**src/rtl/cpu_clock_pkg.sv**
```systemverilog
// Shared types for the CPU clock-enable controller: FSM states and div_sel encodings.
package cpu_clock_pkg;

    typedef enum logic [1:0] {
        ST_RUN  = 2'd0,
        ST_HALT = 2'd1,
        ST_STEP = 2'd2
    } state_t;

    localparam logic [1:0] DIV_SEL_0 = 2'd0;
    localparam logic [1:0] DIV_SEL_1 = 2'd1;
    localparam logic [1:0] DIV_SEL_2 = 2'd2;
    localparam logic [1:0] DIV_SEL_3 = 2'd3;

endpackage

```
**src/rtl/button_debounce.sv**
```systemverilog
// Raw active-low button -> synchronised, debounced level and a one-cycle press pulse.
module button_debounce #(
    parameter int DEBOUNCE_CYCLES = 120000
) (
    input  logic clk,
    input  logic reset_n,
    input  logic btn_n,
    output logic press
);

    localparam int CNT_W = (DEBOUNCE_CYCLES > 1) ? $clog2(DEBOUNCE_CYCLES) : 1;
    localparam logic [CNT_W-1:0] CNT_LAST = CNT_W'(DEBOUNCE_CYCLES - 1);

    logic [1:0]       sync_q;
    logic             level;
    logic             level_q;
    logic [CNT_W-1:0] stable_cnt;
    logic             sync_pressed;

    assign sync_pressed = ~sync_q[1];

    // Any cycle where the synchronised level agrees with the accepted level restarts the count.
    always_ff @(posedge clk or negedge reset_n) begin
        if (!reset_n) begin
            sync_q     <= 2'b11;
            level      <= 1'b0;
            level_q    <= 1'b0;
            stable_cnt <= '0;
        end else begin
            sync_q  <= {sync_q[0], btn_n};
            level_q <= level;
            if (sync_pressed != level) begin
                if (stable_cnt == CNT_LAST) begin
                    level      <= sync_pressed;
                    stable_cnt <= '0;
                end else begin
                    stable_cnt <= stable_cnt + CNT_W'(1);
                end
            end else begin
                stable_cnt <= '0;
            end
        end
    end

    assign press = level & ~level_q;

endmodule

```
**src/rtl/cpu_clock_ctrl.sv**
```systemverilog
// CPU clock-enable controller: run/halt/single-step FSM, selectable tick divider,
// blink and pulse counter. Produces a strobe on clk, never a derived clock.
module cpu_clock_ctrl
    import cpu_clock_pkg::*;
#(
    parameter int DIV_WIDTH       = 24,
    parameter int DIV0            = 12000000,
    parameter int DIV1            = 1200000,
    parameter int DIV2            = 12000,
    parameter int DIV3            = 1,
    parameter int DEBOUNCE_CYCLES = 120000
) (
    input  logic        clk,
    input  logic        reset_n,
    input  logic        btn_mode_n,
    input  logic        btn_step_n,
    input  logic [1:0]  div_sel,
    input  logic        halt_req,
    output logic        cpu_ce,
    output logic        running,
    output logic        blink,
    output logic [15:0] tick_count
);

    localparam logic [DIV_WIDTH-1:0] LIM0 = DIV_WIDTH'(DIV0 - 1);
    localparam logic [DIV_WIDTH-1:0] LIM1 = DIV_WIDTH'(DIV1 - 1);
    localparam logic [DIV_WIDTH-1:0] LIM2 = DIV_WIDTH'(DIV2 - 1);
    localparam logic [DIV_WIDTH-1:0] LIM3 = DIV_WIDTH'(DIV3 - 1);

    state_t               state;
    logic [DIV_WIDTH-1:0] div_cnt;
    logic [DIV_WIDTH-1:0] div_limit;
    logic                 tick;
    logic                 mode_press;
    logic                 step_press;

    button_debounce #(.DEBOUNCE_CYCLES(DEBOUNCE_CYCLES)) u_mode_btn (
        .clk     (clk),
        .reset_n (reset_n),
        .btn_n   (btn_mode_n),
        .press   (mode_press)
    );

    button_debounce #(.DEBOUNCE_CYCLES(DEBOUNCE_CYCLES)) u_step_btn (
        .clk     (clk),
        .reset_n (reset_n),
        .btn_n   (btn_step_n),
        .press   (step_press)
    );

    always_comb begin
        div_limit = LIM0;
        case (div_sel)
            DIV_SEL_0: div_limit = LIM0;
            DIV_SEL_1: div_limit = LIM1;
            DIV_SEL_2: div_limit = LIM2;
            DIV_SEL_3: div_limit = LIM3;
            default:   div_limit = LIM0;
        endcase
    end

    // >= so that switching to a faster rate mid-count fires at once instead of wrapping.
    assign tick = (div_cnt >= div_limit);

    always_ff @(posedge clk or negedge reset_n) begin
        if (!reset_n) begin
            state      <= ST_RUN;
            div_cnt    <= '0;
            cpu_ce     <= 1'b0;
            running    <= 1'b1;
            blink      <= 1'b0;
            tick_count <= '0;
        end else begin
            cpu_ce <= 1'b0;
            case (state)
                ST_RUN: begin
                    if (halt_req || mode_press) begin
                        state   <= ST_HALT;
                        running <= 1'b0;
                        div_cnt <= '0;
                    end else if (tick) begin
                        div_cnt    <= '0;
                        cpu_ce     <= 1'b1;
                        blink      <= ~blink;
                        tick_count <= tick_count + 16'd1;
                    end else begin
                        div_cnt <= div_cnt + DIV_WIDTH'(1);
                    end
                end
                ST_HALT: begin
                    div_cnt <= '0;
                    if (mode_press && !halt_req) begin
                        state   <= ST_RUN;
                        running <= 1'b1;
                    end else if (step_press && !mode_press) begin
                        state      <= ST_STEP;
                        cpu_ce     <= 1'b1;
                        blink      <= ~blink;
                        tick_count <= tick_count + 16'd1;
                    end
                end
                ST_STEP: begin
                    div_cnt <= '0;
                    state   <= ST_HALT;
                end
                default: begin
                    div_cnt <= '0;
                    state   <= ST_HALT;
                    running <= 1'b0;
                end
            endcase
        end
    end

endmodule

```
**config.mk**
```make
export PLATFORM = sky130hd
export DESIGN_NAME = cpu_clock_ctrl
export DESIGN_NICKNAME = d
export VERILOG_FILES = /design/src/rtl/cpu_clock_pkg.sv /design/src/rtl/button_debounce.sv /design/src/rtl/cpu_clock_ctrl.sv
export SDC_FILE = /design/constraint.sdc
export NUM_CORES = 1
export LEC_CHECK = 0
export CORE_MARGIN = 8
export CORE_UTILIZATION = 54
export DETAILED_ROUTE_END_ITERATION = 10
export PLACE_DENSITY_LB_ADDON = 0.08
export SYNTH_ARGS = -nofsm -noshare
export SYNTH_HDL_FRONTEND = slang
export SYNTH_SLANG_ARGS = --single-unit
```
**constraint.sdc**
```tcl
create_clock -name clk -period 2.5 [get_ports clk]
set_input_delay 0.75 -clock clk [delete_from_list [all_inputs] [get_ports clk]]
set_output_delay 0.75 -clock clk [all_outputs]
set_load 0.005 [all_outputs]
```
; ---- Word-level counts from Yosys, hierarchy flattened
; Index checks and enable logic that the tools add are counted.
[word_totals]
register_bits = 87
inputBits = 7
output_inout_bits = 19
elab_cells = 86
[op_classes]
add_sub_neg = 4
magnitude_cmp = 1
eq_ne = 16
n_mux = 30
n_bitwise = 8
reduce_logical = 13
[ops]
columns = operator, n
row1 = $pmux 24 s4, 1
row2 = $mux 24, 3
row3 = $mux 17, 4
row4 = $mux 16, 4
row5 = $add 17x1->17 const B, 2
row6 = $eq 17x17->1 const B, 2
row7 = $pmux 16 s2, 1
row8 = $add 24x1->24 const B, 1
row9 = $ge 24x24->1, 1
row10 = $add 16x1->16 const B, 1
row11 = $ne 2x2->1 const B, 6
row12 = $mux 1, 10
row13 = $eq 2x2->1 const B, 3
row14 = $mux 2, 3
row15 = $not 1->1, 6
row16 = $reduce_and 2->1, 3
row17 = $reduce_and 5->1, 1
row18 = $eq 2x1->1 const B, 2
row19 = $logic_not 2->1, 2
row20 = $pmux 1 s2, 2
row21 = $pmux 2 s2, 1
row22 = $ne 3x3->1 const B, 1
row23 = $pmux 1 s3, 1
row24 = $reduce_and 3->1, 1
row25 = 6 further kinds, 10

; ---- Logic depth before layout (Yosys ltp)
; Gate-level depths: netlist of the first run.
[depth]
depth_word = 7
ltp_mapped = 12
mapped_depth_nobuf = 11

; ---- By module
; A second synthesis of the first run with hierarchy kept.
[unflattened]
hier_cells = 463
hier_area_um2 = 4688.2
[by_module_without_submodules]
columns = mod, instances, cells_per_inst, area_each_um2, seq_area_each_um2
row1 = cpu_clock_ctrl, 1, 273, 2703.8, 1127.3
row2 = button_debounce, 2, 95, 992.2, 528.0

; ---- Worst setup path after synthesis of the first run
; Ideal clock, no wire load.
[synth_timing]
path_kind = in2reg
startpoint = input port div_sel[0]
endpoint = register tick_count[1]
setup_time_ps = 125
t_arrival_ps = 2940
required_time_ps = 2375
slack_ps = -565
path_stages = 10
path_buffers = 0
path_cell_list = inv_1 -> ha_1 -> inv_1 -> ha_1 -> maj3_2 -> a211o_1 -> a221oi_2 -> a31oi_4 -> nor2_2 -> mux2_2
[synth_via]
elab_chain_cells = 5
word_cells_on_any_way = 8
classes_between = order compare (1) / eq/ne (4) / mux (1) / reduce/logical (2)
[synth_lines]
columns = item, line_no
row1 = from (decl), cpu_clock_ctrl.sv:17  ; input logic [1:0] div_sel,
row2 = $eq 2x2->1 (tied with other cells), cpu_clock_ctrl.sv:53  ; case (div_sel)
row3 = $pmux 24 s4 *, cpu_clock_ctrl.sv:53
row4 = $ge 24x24->1 *, cpu_clock_ctrl.sv:63  ; assign tick = (div_cnt >= div_limit);
row5 = $ne 2x2->1 (no source line) *, n/a
row6 = $reduce_and 5->1 (no source line) *, n/a
row7 = to (signal assigned), cpu_clock_ctrl.sv:85  ; tick_count <= tick_count + 16'd1;
row8 = to (signal assigned), cpu_clock_ctrl.sv:99  ; tick_count <= tick_count + 16'd1;
row9 = to (decl), cpu_clock_ctrl.sv:22  ; output logic [15:0] tick_count
; Mark *: on every way between the ends. The rest lies on a longest branch, timed or not. The select of a mux whose other input is x is not followed.
; A chain may end at the register's enable or synchronous reset.

; ---- Worst setup path in the final report of the first run
[layout_timing]
startpoint = input port div_sel[0]
endpoint = register tick_count[8]
; Same word-level chain as after synthesis.

==> metrics.yaml, run 1 <==
timing:
  hold_viol: 0
  timing.final.crit_share_pct: 109.3
  grt_setup_unrepaired: "true"
  layout_min_cycle_time_ps: 2734
  clock-skew-final_ps: 15.85
  fmaxAchievable_mhz: 365.8
  slew_violations: 0
  total_setup_violations_reported_at_the_end_of_the_flow: 42
  hold-worst-slack_ps: 333.0
  worst_slew_pin_slew_ps: 660.1
  worst_slack_ps: -233.7
  slew_headroom_pct: 55.83
synth:
  synthXorXnorAreaFrac_pct: 13.72
  synth_area_leader_cell: "dfrtp_1"
  muxShareOfSynthArea_pct: 0.6902
  yosys.cell_types.count: 56
  synth-seq-area-share_pct: 48.18
  postSynthNetCount: 471
  mappedNetlistArea_um2: 4532
  yosys.cell_count.top_type: "dfrtp_1"
  synth_enable_flop_cells: 0
  synth_compound_gate_area_share_pct: 7.869
  synth_commonest_cells: "82 x dfrtp_1, 70 x nor2_1, 36 x xnor2_1, 35 x xor2_1, 28 x nand2_1"
  synthDominantCellAreaShare_pct: 45.28
  async_flop_share_pct: 100.0
  post_synthesis_area_per_instance_um2: 10.21
  synth_simple_gate_area_share_pct: 21.01
  yosys_warnings: 0
  synth_top_family_by_area: "simple AND/OR/NAND/NOR gates"
  synthesis.instances: 444
  prevailing_post_synth_register_cell: "dfrtp_1"
  synth.ff_latch_count: 87
  ys_top_cells_by_area: "dfrtp_1 45%, xnor2_1 7.0%, xor2_1 6.8%"
  post_synth_fa_ha_maj_area_fraction_pct: 5.770
placed_design:
  placement.setup.worst_slack_ps: -1154
  count_of_buffers_from_port_buffering: 25
  gp_congestion: 0.8198
  dp_hpwl_mm: 6.198
floorplanning:
  fp-row-count: 33
  die_h_um: 107.6
  fp.dieW_um: 107.6
  die-area_um2: 11580
  io_pins: 26
  coreArea_um2: 8175
  initial_utilization_pct: 55.43
global_routing:
  largest_net_degree_at_the_start_of_global_routing: 39
  track_usage_pct: 16.91
  grt_first_pass_wirelength_mm: 15.92
  grt_pass1_vias: 3403
  initial_antenna_violation_count: 0
  global_route.overflow_total: 0
power:
  p_leak_nw: 2.517
  cellPowerDensity_nw_per_um2: 440.0
  max-vdd-ir-drop_v: 0.0003023
  total_power_w: 0.002583
flow_run:
  drv_cap: 0
clocking:
  cts_hold_buffers: 0
  cts-root-to-sink-buffers: 2
  cts_inserted_buffers: 9
  clockRootBuffer: "clkbuf_8"
  clk-insertion-delay-late_ps: 360
  cts_max_level: 3
  tritoncts: "yes"
  cts.sinks: 87
  cts.reportedPaths.clkPinSlew_ps: 100
drt:
  wl_mm: 9.409
  detailedRoute.firstIterationViolations: 116
  detailedRoute.firstPassIterationCount: 4
  dr_drc_count: 0
  routedWlPerCell_um: 15.30
  drt.antenna.violating_nets: 0
  routed_via_density: 5.483
  vias: 3372
cells_and_area:
  area_growth_syn_to_layout_pct: 29.51
  nNetsFinal: 532
  layout-drive-gt1-share_pct: 25.29
  num_antenna_cells: 0
  nFillCells: 595
outcome:
  status: "finished, violations left"
  failed_checks: "negative setup slack"
critical_path:
  endpoint_type_of_the_worst_setup_path: "flop"
  worstPathMaxFanout: 7
  critical_path_arrival_ps: 2980
  cp_data_required_time_ps: 2750
  worstSetupPathType: "in2reg"
  critPathLaunchType: "primary input"
worst_hold_path:
  hold_class: "in2async"
power by group:
part	internal, W	switching, W
Sequential	0.00142	0.0000101
Combinational	0.0000702	0.0000921
Clock	0.000456	0.000535
cell usage in the layout (no fill, tap or decap), types with 8 or more instances in the layout:
master,synthesis,layout
and3_1,13,13
xor2_1,35,35
nor2_4,0,18
nor2_1,70,50
nand2_1,28,27
clkdlybuf4s50_1,0,22
nand3_1,21,21
dfrtp_1,82,82
inv_1,16,11
ha_1,20,11
nand4_1,11,11
clkbuf_8,0,12
ha_4,0,8
buf_4,0,27
xnor2_1,36,34
sequential cells by signal, indices dropped and copies added (netlist names), 2 cells and up:
register	count
u_mode_btn.sync_q	2
state	2
tick_count	16
u_step_btn.stable_cnt	17
div_cnt	24
u_mode_btn.stable_cnt	17
u_step_btn.sync_q	2
critical path, stage by stage:
cell and delay, ps:
buf_8 110, buf_4 130, ha_4 150, or3_1 310
a211oi_2 230, nor4b_4 260, o311ai_1 130, buf_4 170
a31oi_4 230, buf_6 180, o2111ai_4 140, xnor2_2 170
logic make-up (layout without fill, tap and decap cells):
| kind of cell | count (synthesis) | in the layout |
|---|---|---|
| flops | 87 | 87 |
| xor+xnor | 71 | 71 |
| mux | 3 | 3 |
| compound gates | 45 | 45 |
| simple gates | 187 | 187 |
| fa+ha+maj | 21 | 21 |
| buf+inv | 30 | 96 |
worst paths after layout:
path / startpoint / to / slack [ps] / cells after the start
max in group asynchronous: reset_n / u_mode_btn.sync_q[1]$_DFF_PN1_ / 1540 / 2
worst min-delay path: reset_n / u_step_btn.stable_cnt[7]$_DFF_PN0_ / 330 / 1
worst max register to register: div_cnt[21]$_DFF_PN0_ / tick_count[8]$_DFFE_PN0P_ / 60 / 10
worst max-delay path: div_sel[0] / tick_count[8]$_DFFE_PN0P_ / -230 / 12
worst min register to register: u_mode_btn.sync_q[0]$_DFF_PN1_ / u_mode_btn.sync_q[1]$_DFF_PN1_ / 360 / 0
min in group clk: u_mode_btn.sync_q[0]$_DFF_PN1_ / u_mode_btn.sync_q[1]$_DFF_PN1_ / 360 / 0
through the flow:
step	TNS [ps]	instance area, um2	utilization, %	instances
detailed placement	-43950	5156	63.07	591
global route	-7548	5869	71.79	615
floorplan	-8180	4607	-	444
global placement	-40480	5156	63.07	591
finish	-4734	5869	71.79	615
CTS	-5572	5642	69.01	615
per-layer routing:
metal	up-vias	track usage [%]	part of all wire, %
met3	12	3.413	3.1
met1	1665	21.20	45
li1	1643	-	-
met5	-	0	0
met4	0	6.442	1.6
met2	52	28.03	51
final cells by class:
| class | instances | area, um2 | area share (%) |
|---|---|---|---|
| sequential | 87 | 2183 | 37.20 |
| clock buffer | 12 | 165.2 | 2.814 |
| multi-input combinational | 327 | 2603 | 44.34 |
| tap | 105 | 131.4 | 2.238 |
| inverter | 16 | 85.08 | 1.450 |
| clock inverter | 4 | 37.54 | 0.6395 |
| timing repair buffer | 64 | 664.4 | 11.32 |
what timing repair did:
item	CTS	global route
setup endpoints to repair	42	42
resized for setup	55	49
setup buffers	6	1
pin swaps	36	28
cloned	2	0
(Power assumes the default switching activity.)
==> inputs of run 2 (changes only) <==
- MAX_ROUTING_LAYER: not set -> met4
==> run 2 against run 1 <==
The run still ends with negative setup slack left. Routed wire length about the same. Die area did not move. Non-clock buffer count stayed put. Global-route usage is 0.51 points higher. Count of clock-buffer cells in the layout unchanged. Register-to-register slack about the same. Flip-flop and latch count is the same. Cell area about the same. Hold slack got worse by 8.3 ps. Critical path type unchanged. Critical endpoint unchanged. Largest cell class unchanged.
==> metrics.yaml, run 2 (synthesis results as in run 1) <==
clocking:
  cts.reportedPaths.clkPinSlew_ps: 100  # about the same
  cts.sinks: 87  # unchanged
  cts_inserted_buffers: 9  # unchanged
  cts-root-to-sink-buffers: 2  # unchanged
  tritoncts: "yes"
  cts_max_level: 3  # unchanged
  clk-insertion-delay-late_ps: 370  # about the same
  cts_hold_buffers: 0  # unchanged
  clockRootBuffer: "clkbuf_8"
cells_and_area:
  nNetsFinal: 532  # unchanged
  area_growth_syn_to_layout_pct: 29.46  # about the same
  finish.utilization_pct: 71.76  # about the same
  nFillCells: 595  # unchanged
  biggestRegsByFlops: "div_cnt x24, u_mode_btn.stable_cnt x17, u_step_btn.stable_cnt x17"
  layoutNonFillerInstCount: 615  # unchanged
  mostFrequentLayoutCells: "82 x dfrtp_1, 50 x nor2_1, 35 x xor2_1, 34 x xnor2_1"
  largest_reg_flops: 24  # unchanged
  num_antenna_cells: 0  # unchanged
  max_flop_register: "div_cnt"
  layout_commonest_cell: "dfrtp_1"
  layout-drive-gt1-share_pct: 25.29  # unchanged
floorplanning:
  io_pins: 26  # unchanged
  fp-row-count: 33  # unchanged
  fp.dieW_um: 107.6  # unchanged
  coreArea_um2: 8175  # unchanged
  die_h_um: 107.6  # unchanged
  initial_utilization_pct: 55.43  # unchanged
  die-area_um2: 11580  # unchanged
critical_path:
  worstPathMaxFanout: 7  # unchanged
  endpoint_type_of_the_worst_setup_path: "flop"
  crit-reg2reg-capture: "tick_count[8]$_DFFE_PN0P_"
  crit_end: "tick_count[8]$_DFFE_PN0P_"
  critical_path.top_delay_family: "compound AO/OA/AOI/OAI gates"
  regToRegStartpoint: "div_cnt[21]$_DFF_PN0_"
  worst-path-buf-inv: 5  # +1
  worst_path_most_repeated_cell: "ha_4"
  critical_path_arrival_ps: 2990  # about the same
  ff2ff_path_depth: 10  # unchanged
  slowest_stage_cell_crit_path: "ha_4"
  worstPathCellList: "buf_12 -> inv_12 -> ha_4 -> inv_8 -> ha_4 -> nand2_2 -> a211oi_2 -> nor4b_4 -> o311ai_1 -> buf_4 -> a31oi_4 -> buf_6 -> o2111ai_4 -> xnor2_2"
  startpoint: "div_sel[1]"
  worst-r2r-setup-slack_ps: 50  # about the same
  cp_data_required_time_ps: 2760  # about the same
  worstSetupPathType: "in2reg"
  cp.depth: 14  # +2
  slowest_delay_ps: 260  # -50 ps
  critPathLaunchType: "primary input"
placed_design:
  placedCellCount: 591  # unchanged
  gp_congestion: 0.8320  # +1.5%
  dp_hpwl_mm: 6.198  # unchanged
  count_of_buffers_from_port_buffering: 25  # unchanged
  placement.setup.worst_slack_ps: -1154  # unchanged
power:
  max-vdd-ir-drop_v: 0.0003023  # about the same
  p_sw_w: 0.0006403  # +0.55%
  intPower_w: 0.001945  # about the same
  p_sw_share_pct: 24.76  # +0.11 points
  combinationalPowerShare_pct: 6.2  # about the same
  p_leak_nw: 2.517  # about the same
  seq_power_share_pct: 55.3  # about the same
  power.clock.fraction_pct: 38.5  # about the same
  cellPowerDensity_nw_per_um2: 440.7  # +0.16%
drt:
  vias: 3356  # -0.47%
  wl_mm: 9.408  # about the same
  dr_drc_count: 0  # unchanged
  detailedRoute.firstIterationViolations: 115  # -0.86%
  routed_via_density: 5.457  # -0.47%
  detailedRoute.firstPassIterationCount: 4  # unchanged
  routedWlPerCell_um: 15.30  # about the same
  drt.antenna.violating_nets: 0  # unchanged
timing:
  timing.final.crit_share_pct: 109.2  # -0.13 points
  fmaxAchievable_mhz: 366.2  # +0.12%
  layout_min_cycle_time_ps: 2730  # -3.260 ps
  total_setup_violations_reported_at_the_end_of_the_flow: 42  # unchanged
  worst_slack_ps: -230.4  # +3.260 ps
  slew_headroom_pct: 55.87  # about the same
  setup_tns_ps: -4572  # +162.6 ps
  clock-skew-final_ps: 16.35  # +0.4959 ps
  hold_viol: 0  # unchanged
  slew_violations: 0  # unchanged
  worst_slew_pin_slew_ps: 659.5  # -0.6422 ps
  grt_setup_unrepaired: "true"
outcome:
  status: "finished, violations left"
  failed_checks: "negative setup slack"
global_routing:
  grt_first_pass_wirelength_mm: 15.92  # unchanged
  grt_pass1_vias: 3403  # unchanged
  initial_antenna_violation_count: 0  # unchanged
  global_route.overflow_total: 0  # unchanged
  track_usage_pct: 17.41  # +0.51 points
  largest_net_degree_at_the_start_of_global_routing: 39  # unchanged
worst_hold_path:
  hold_class: "in2async"
flow_run:
  drv_cap: 0  # unchanged
run 2: cell count changes in the layout (fill, tap and decap cells not counted):
cell   before  now
inv_4       0    1
inv_6       1    0
run 2: power groups by stage:
| stage | sequential [W] | clock (W) | combinational (W) |
|---|---|---|---|
| after floorplan | 0.00146 | 0 | 0.0000649 |
| after CTS | 0.00143 | 0.00101 | 0.000153 |
| after global placement | 0.00146 | 0 | 0.000135 |
| final | 0.00143 | 0.000995 | 0.000161 |
| after detailed placement | 0.00146 | 0 | 0.000139 |
| after global routing | 0.00143 | 0.00107 | 0.000182 |
run 2: what timing repair did:
| action | in CTS | in global routing |
|---|---|---|
| gates cloned | 2 | 0 |
| pin swaps | 36 | 28 |
| buffers inserted | 6 | 1 |
| resized for setup | 55 | 48 |
| endpoints found under the setup margin | 42 | 42 |
run 2: how the worst min path moves through the flow:
stage / start / endpoint / slack (ps) / cells past startpoint
global placement: u_mode_btn.sync_q[0]$_DFF_PN1_ / u_mode_btn.sync_q[1]$_DFF_PN1_ / 350 / 0
floorplan: u_mode_btn.sync_q[0]$_DFF_PN1_ / u_mode_btn.sync_q[1]$_DFF_PN1_ / 350 / 0
global route: reset_n / u_step_btn.stable_cnt[7]$_DFF_PN0_ / 340 / 1
detailed placement: u_mode_btn.sync_q[0]$_DFF_PN1_ / u_mode_btn.sync_q[1]$_DFF_PN1_ / 350 / 0
CTS: reset_n / div_cnt[21]$_DFF_PN0_ / 340 / 1
finish: reset_n / u_step_btn.stable_cnt[7]$_DFF_PN0_ / 320 / 1
run 2: final cells by class:
cell class	count	area, um2	area share, %
clock inverter	4	37.54	0.6398
clock buffer	12	165.2	2.815
inverter	16	82.58	1.408
timing repair buffer	64	664.4	11.32
multi-input combinational	327	2603	44.36
sequential	87	2183	37.21
tap	105	131.4	2.239
run 2: through the flow:
| step | instance area, um2 | total power, W | hold slack [ps] |
|---|---|---|---|
| final | 5867 | 0.002586 | 324.7 |
| after detailed placement | 5156 | 0.001597 | 347.3 |
| after global placement | 5156 | 0.001592 | 347.7 |
| after floorplan | 4607 | 0.001520 | 345.2 |
| after CTS | 5642 | 0.002593 | 343.6 |
| after global routing | 5867 | 0.002679 | 342.9 |
run 2: per-layer routing:
| metal | vias up | global-route usage, % | part of all wire, % |
|---|---|---|---|
| li1 | 1640 | - | - |
| met4 | 0 | 6.442 | 1.7 |
| met3 | 12 | 3.353 | 2.8 |
| met5 | - | - | 0 |
| met2 | 39 | 28.11 | 51 |
| met1 | 1665 | 21.20 | 45 |
==> RTL edit 1: new RTL, flow settings as in run 1 <==
`DEBOUNCE_CYCLES` is set to 120000 in 2 places; all go to 240000.
--- a/src/rtl/button_debounce.sv
+++ b/src/rtl/button_debounce.sv
@@ -1,6 +1,6 @@
 // Raw active-low button -> synchronised, debounced level and a one-cycle press pulse.
 module button_debounce #(
-    parameter int DEBOUNCE_CYCLES = 120000
+    parameter int DEBOUNCE_CYCLES = 240000
 ) (
     input  logic clk,
     input  logic reset_n,
--- a/src/rtl/cpu_clock_ctrl.sv
+++ b/src/rtl/cpu_clock_ctrl.sv
@@ -8,7 +8,7 @@
     parameter int DIV1            = 1200000,
     parameter int DIV2            = 12000,
     parameter int DIV3            = 1,
-    parameter int DEBOUNCE_CYCLES = 120000
+    parameter int DEBOUNCE_CYCLES = 240000
 ) (
     input  logic        clk,
     input  logic        reset_n,
Check against the original RTL: same outputs for any inputs over 10 cycles, from zero or initial values and one cycle with reset_n low; that may be too few to reach the edited logic, so the function may still have changed.
==> RTL edit 1 against run 1 <==
  * The run still ends with negative setup slack left
  * Power grew 3.5%
  * Worst setup slack lost 0.017 ns
  * Design area grew 3.0%
  * Synthesized cell count grew 6.8%
  * Global-route usage grew 0.083 points
  * Largest power group unchanged
  * Synthesized area grew 5.2%
  * Sequential cell count grew 2
  * Hold slack gained 0.015 ns
  * Wire length grew 8.0%
==> RTL edit 1: results (changes against run 1) <==
Layout fillers 624 (was 595); global-route met3 utilization 3.28% (was 3.41%); power per cell area 442 nW/um^2 (was 440 nW/um^2); top post-synthesis cells by count dfrtp_1 (84), nor2_1 (71), xor2_1 (45) (was dfrtp_1 (82), nor2_1 (70), xnor2_1 (36)); P_seq 0.00148 W (was 0.00143 W); crit path max-delay cell type a2111oi_4 (was or3_1); sw power 0.000636 W (was 0.000637 W); Leak Pwr 2.48 nW (was 2.52 nW); total negative slack -3.41 ns (was -4.73 ns); drt via density 5.53 (was 5.48); GP Congestion 0.851 (was 0.820); r2r startpoint div_cnt[1]$_DFF_PN0_ (was div_cnt[21]$_DFF_PN0_); HPWL after DPL 6930 um (was 6200 um); DR iter-0 viols 139 (was 116); relative max-transition margin 66.3% (was 55.8%); Post-Synth Adder-Cell Area 5.49% (was 5.77%); Post-Synthesis Cells 474 (was 444); clock network power share 38.0% (was 38.4%); Metal-1 WL 4570 um (was 4210 um); failing checks negative setup slack (unchanged); met3 routed WL 329 um (was 292 um); share of synthesized area spent on multiplexers 0.525% (was 0.690%); setup violators final 41 (was 42); DP Cell Count 621 (was 591); fraction of layout cells with a size suffix above 1 24.0% (was 25.3%); met1 usage 22.1% (was 21.2%); DR WL/cell 15.7 um (was 15.3 um); largest net degree at the start of global routing 37 (was 39); Largest regs div_cnt (24), u_mode_btn.stable_cnt (18), u_step_btn.stable_cnt (18) (was div_cnt (24), u_mode_btn.stable_cnt (17), u_step_btn.stable_cnt (17)); post-synthesis cell type count 58 (was 56); reg-to-reg setup timing slack -0.02 ns (was 0.06 ns); Compound-Gate Fraction of Synth Area 9.43% (was 7.87%); CP endpoint tick_count[10]$_DFFE_PN0P_ (was tick_count[8]$_DFFE_PN0P_); worst setup margin -0.251 ns (was -0.234 ns); first-pass GRT wire length 16500 um (was 15900 um); Net Count, Synth 501 (was 471); VDD IR-drop max 381 uV (was 302 uV); Clock Skew 0.0110 ns (was 0.0159 ns); post-synthesis sequential area ratio 46.9% (was 48.2%); Worst Path Arrival 3.04 ns (was 2.98 ns); met2 Usage GRT 27.8% (was 28.0%); Nets 563 (was 532); top post-synthesis cells by area dfrtp_1 (44%), xor2_1 (8.3%), nor2_1 (5.6%) (was dfrtp_1 (45%), xnor2_1 (7.0%), xor2_1 (6.8%)); Vias 3586 (was 3372); worst reg-to-reg path cell count 10 (unchanged); Area after DPL 5420 sq um (was 5160 sq um); met2 wire len 5070 um (was 4760 um); Post-Synth XOR/XNOR Area 13.2% (was 13.7%); final hold slack 0.348 ns (was 0.333 ns); status complete, but fails checks (unchanged)
RTL edit 1: cell types whose count changed in the layout (fill, tap and decap cells not counted), sizes merged, moves of 4 or more:
cell / delta
xnor2: -9
nor2b: -4
a21oi: +7
inv: +9
nand3: +6
nand2: +6
a211oi: +6
and3: -5
nor3: +7
o211ai: -7
xor2: +10
RTL edit 1: repair_timing:
item	in CTS	in global routing
setup buffers	7	6
pin swaps	20	27
cloned	0	2
gates resized for setup	21	64
setup endpoints to repair	42	42
endpoints found under the hold margin	0	0
RTL edit 1: area by class of cell:
class	instances	area, sq um	share of cell area, %
Clock buffer	11	141	2.34
Clock inverter	5	62.6	1.03
Inverter	25	116	1.93
Multi-Input combinational cell	347	2690	44.5
Sequential cell	89	2230	36.9
Tap cell	108	135	2.24
Timing Repair Buffer	64	667	11.0
==> RTL edit 2: new RTL, settings of run 1 <==
Without the edit above. Encoding of `state_t`: now one-hot (3 bits for 3 states).
--- a/src/rtl/cpu_clock_pkg.sv
+++ b/src/rtl/cpu_clock_pkg.sv
@@ -1,10 +1,10 @@
 // Shared types for the CPU clock-enable controller: FSM states and div_sel encodings.
 package cpu_clock_pkg;
 
-    typedef enum logic [1:0] {
-        ST_RUN  = 2'd0,
-        ST_HALT = 2'd1,
-        ST_STEP = 2'd2
+    typedef enum logic [2:0] {
+        ST_RUN  = 3'b001,
+        ST_HALT = 3'b010,
+        ST_STEP = 3'b100
     } state_t;
 
     localparam logic [1:0] DIV_SEL_0 = 2'd0;
Behaviour: same outputs for any inputs over 10 cycles, from zero or initial values and one cycle with reset_n low; not proved beyond that.
==> RTL edit 2 against run 1 <==
  * The run still ends with negative setup slack left
  * Worst setup slack lost 0.46 ns
  * Sequential cell count up 1
  * Synthesized area is 0.44% lower
  * Design area is 3.5% higher
  * Fmax shrank 14%
  * Count of clock-buffer cells in the layout shrank 1
  * Power is 8.8% higher
  * Core utilization up 2.5 points
  * Wire length grew 3.4%
  * Critical endpoint is now tick_count[1]$_DFFE_PN0P_
  * Largest cell class unchanged
==> RTL edit 2: results (changes against run 1) <==
Nets 561 (was 532); total negative slack -15.30 ns (was -4.73 ns); Finished Layout Cells 644 (was 615); setup violators final 42 (unchanged); failing checks negative setup slack (unchanged); met2 wire len 4910 um (was 4760 um); DP Cell Count 619 (was 591); Placement Setup Slack -1.49 ns (was -1.15 ns); GRT Overall Usage 17.5% (was 16.9%); status complete, but fails checks (unchanged); GP Congestion 0.834 (was 0.820); Worst Path Arrival 3.43 ns (was 2.98 ns); r2r startpoint div_cnt[14]$_DFF_PN0_ (was div_cnt[21]$_DFF_PN0_); P_comb 0.000182 W (was 0.000162 W); Area after DPL 5340 sq um (was 5160 sq um); critical path peak fanout 8 (was 7); sw power 0.000615 W (was 0.000637 W); Leak Pwr 2.61 nW (was 2.52 nW); clock network power share 41.7% (was 38.4%); crit path max-delay cell type or4_4 (was or3_1); top post-synthesis cells by count dfrtp_1 (82), nor2_1 (74), xor2_1 (44) (was dfrtp_1 (82), nor2_1 (70), xnor2_1 (36)); reg-to-reg setup timing slack -0.38 ns (was 0.06 ns); final hold slack 0.359 ns (was 0.333 ns); drt via density 5.53 (was 5.48); global-route met3 utilization 3.47% (was 3.41%); Post-Synth Adder-Cell Area 5.55% (was 5.77%); CP top delay family simple AND/OR/NAND/NOR gates (was compound AO/OA/AOI/OAI gates); Net Count, Synth 477 (was 471); first-pass GRT wire length 16500 um (was 15900 um); DR iter-0 viols 168 (was 116); share of synthesized area spent on multiplexers 0.499% (was 0.690%); met1 usage 21.9% (was 21.2%); HPWL after DPL 6360 um (was 6200 um); measured slew at the worst slew-check pin 0.563 ns (was 0.660 ns); fraction of layout cells with a size suffix above 1 27.6% (was 25.3%); Layout fillers 579 (was 595); met2 Usage GRT 29.1% (was 28.0%); post-synthesis sequential area ratio 49.0% (was 48.2%); CP endpoint tick_count[1]$_DFFE_PN0P_ (was tick_count[8]$_DFFE_PN0P_); worst setup margin -0.697 ns (was -0.234 ns)
-- RTL edit 2: cell types whose count changed after synthesis, sizes merged, moves of 5 or more --
| cell | run 1 | this run |
|---|---|---|
| xor2 | 35 | 44 |
| xnor2 | 36 | 26 |
| o211ai | 7 | 0 |
| nand2b | 2 | 7 |
| nor4 | 2 | 8 |
| nand3 | 21 | 31 |
-- RTL edit 2: repair_timing --
item | in CTS | in global routing
pin swaps | 27 | 34
cloned | 3 | 0
setup buffers | 6 | 3
endpoints found under the hold margin | 0 | 0
gates resized for setup | 55 | 56
setup endpoints to repair | 42 | 42
-- RTL edit 2: layout make-up --
cell class | count | share of cell area, %
inverter | 15 | 1.32
tap | 105 | 2.16
clock buffer | 11 | 2.16
clock inverter | 5 | 1.71
multi-input combinational | 341 | 43.7
sequential | 88 | 36.4
timing repair buffer | 79 | 12.6
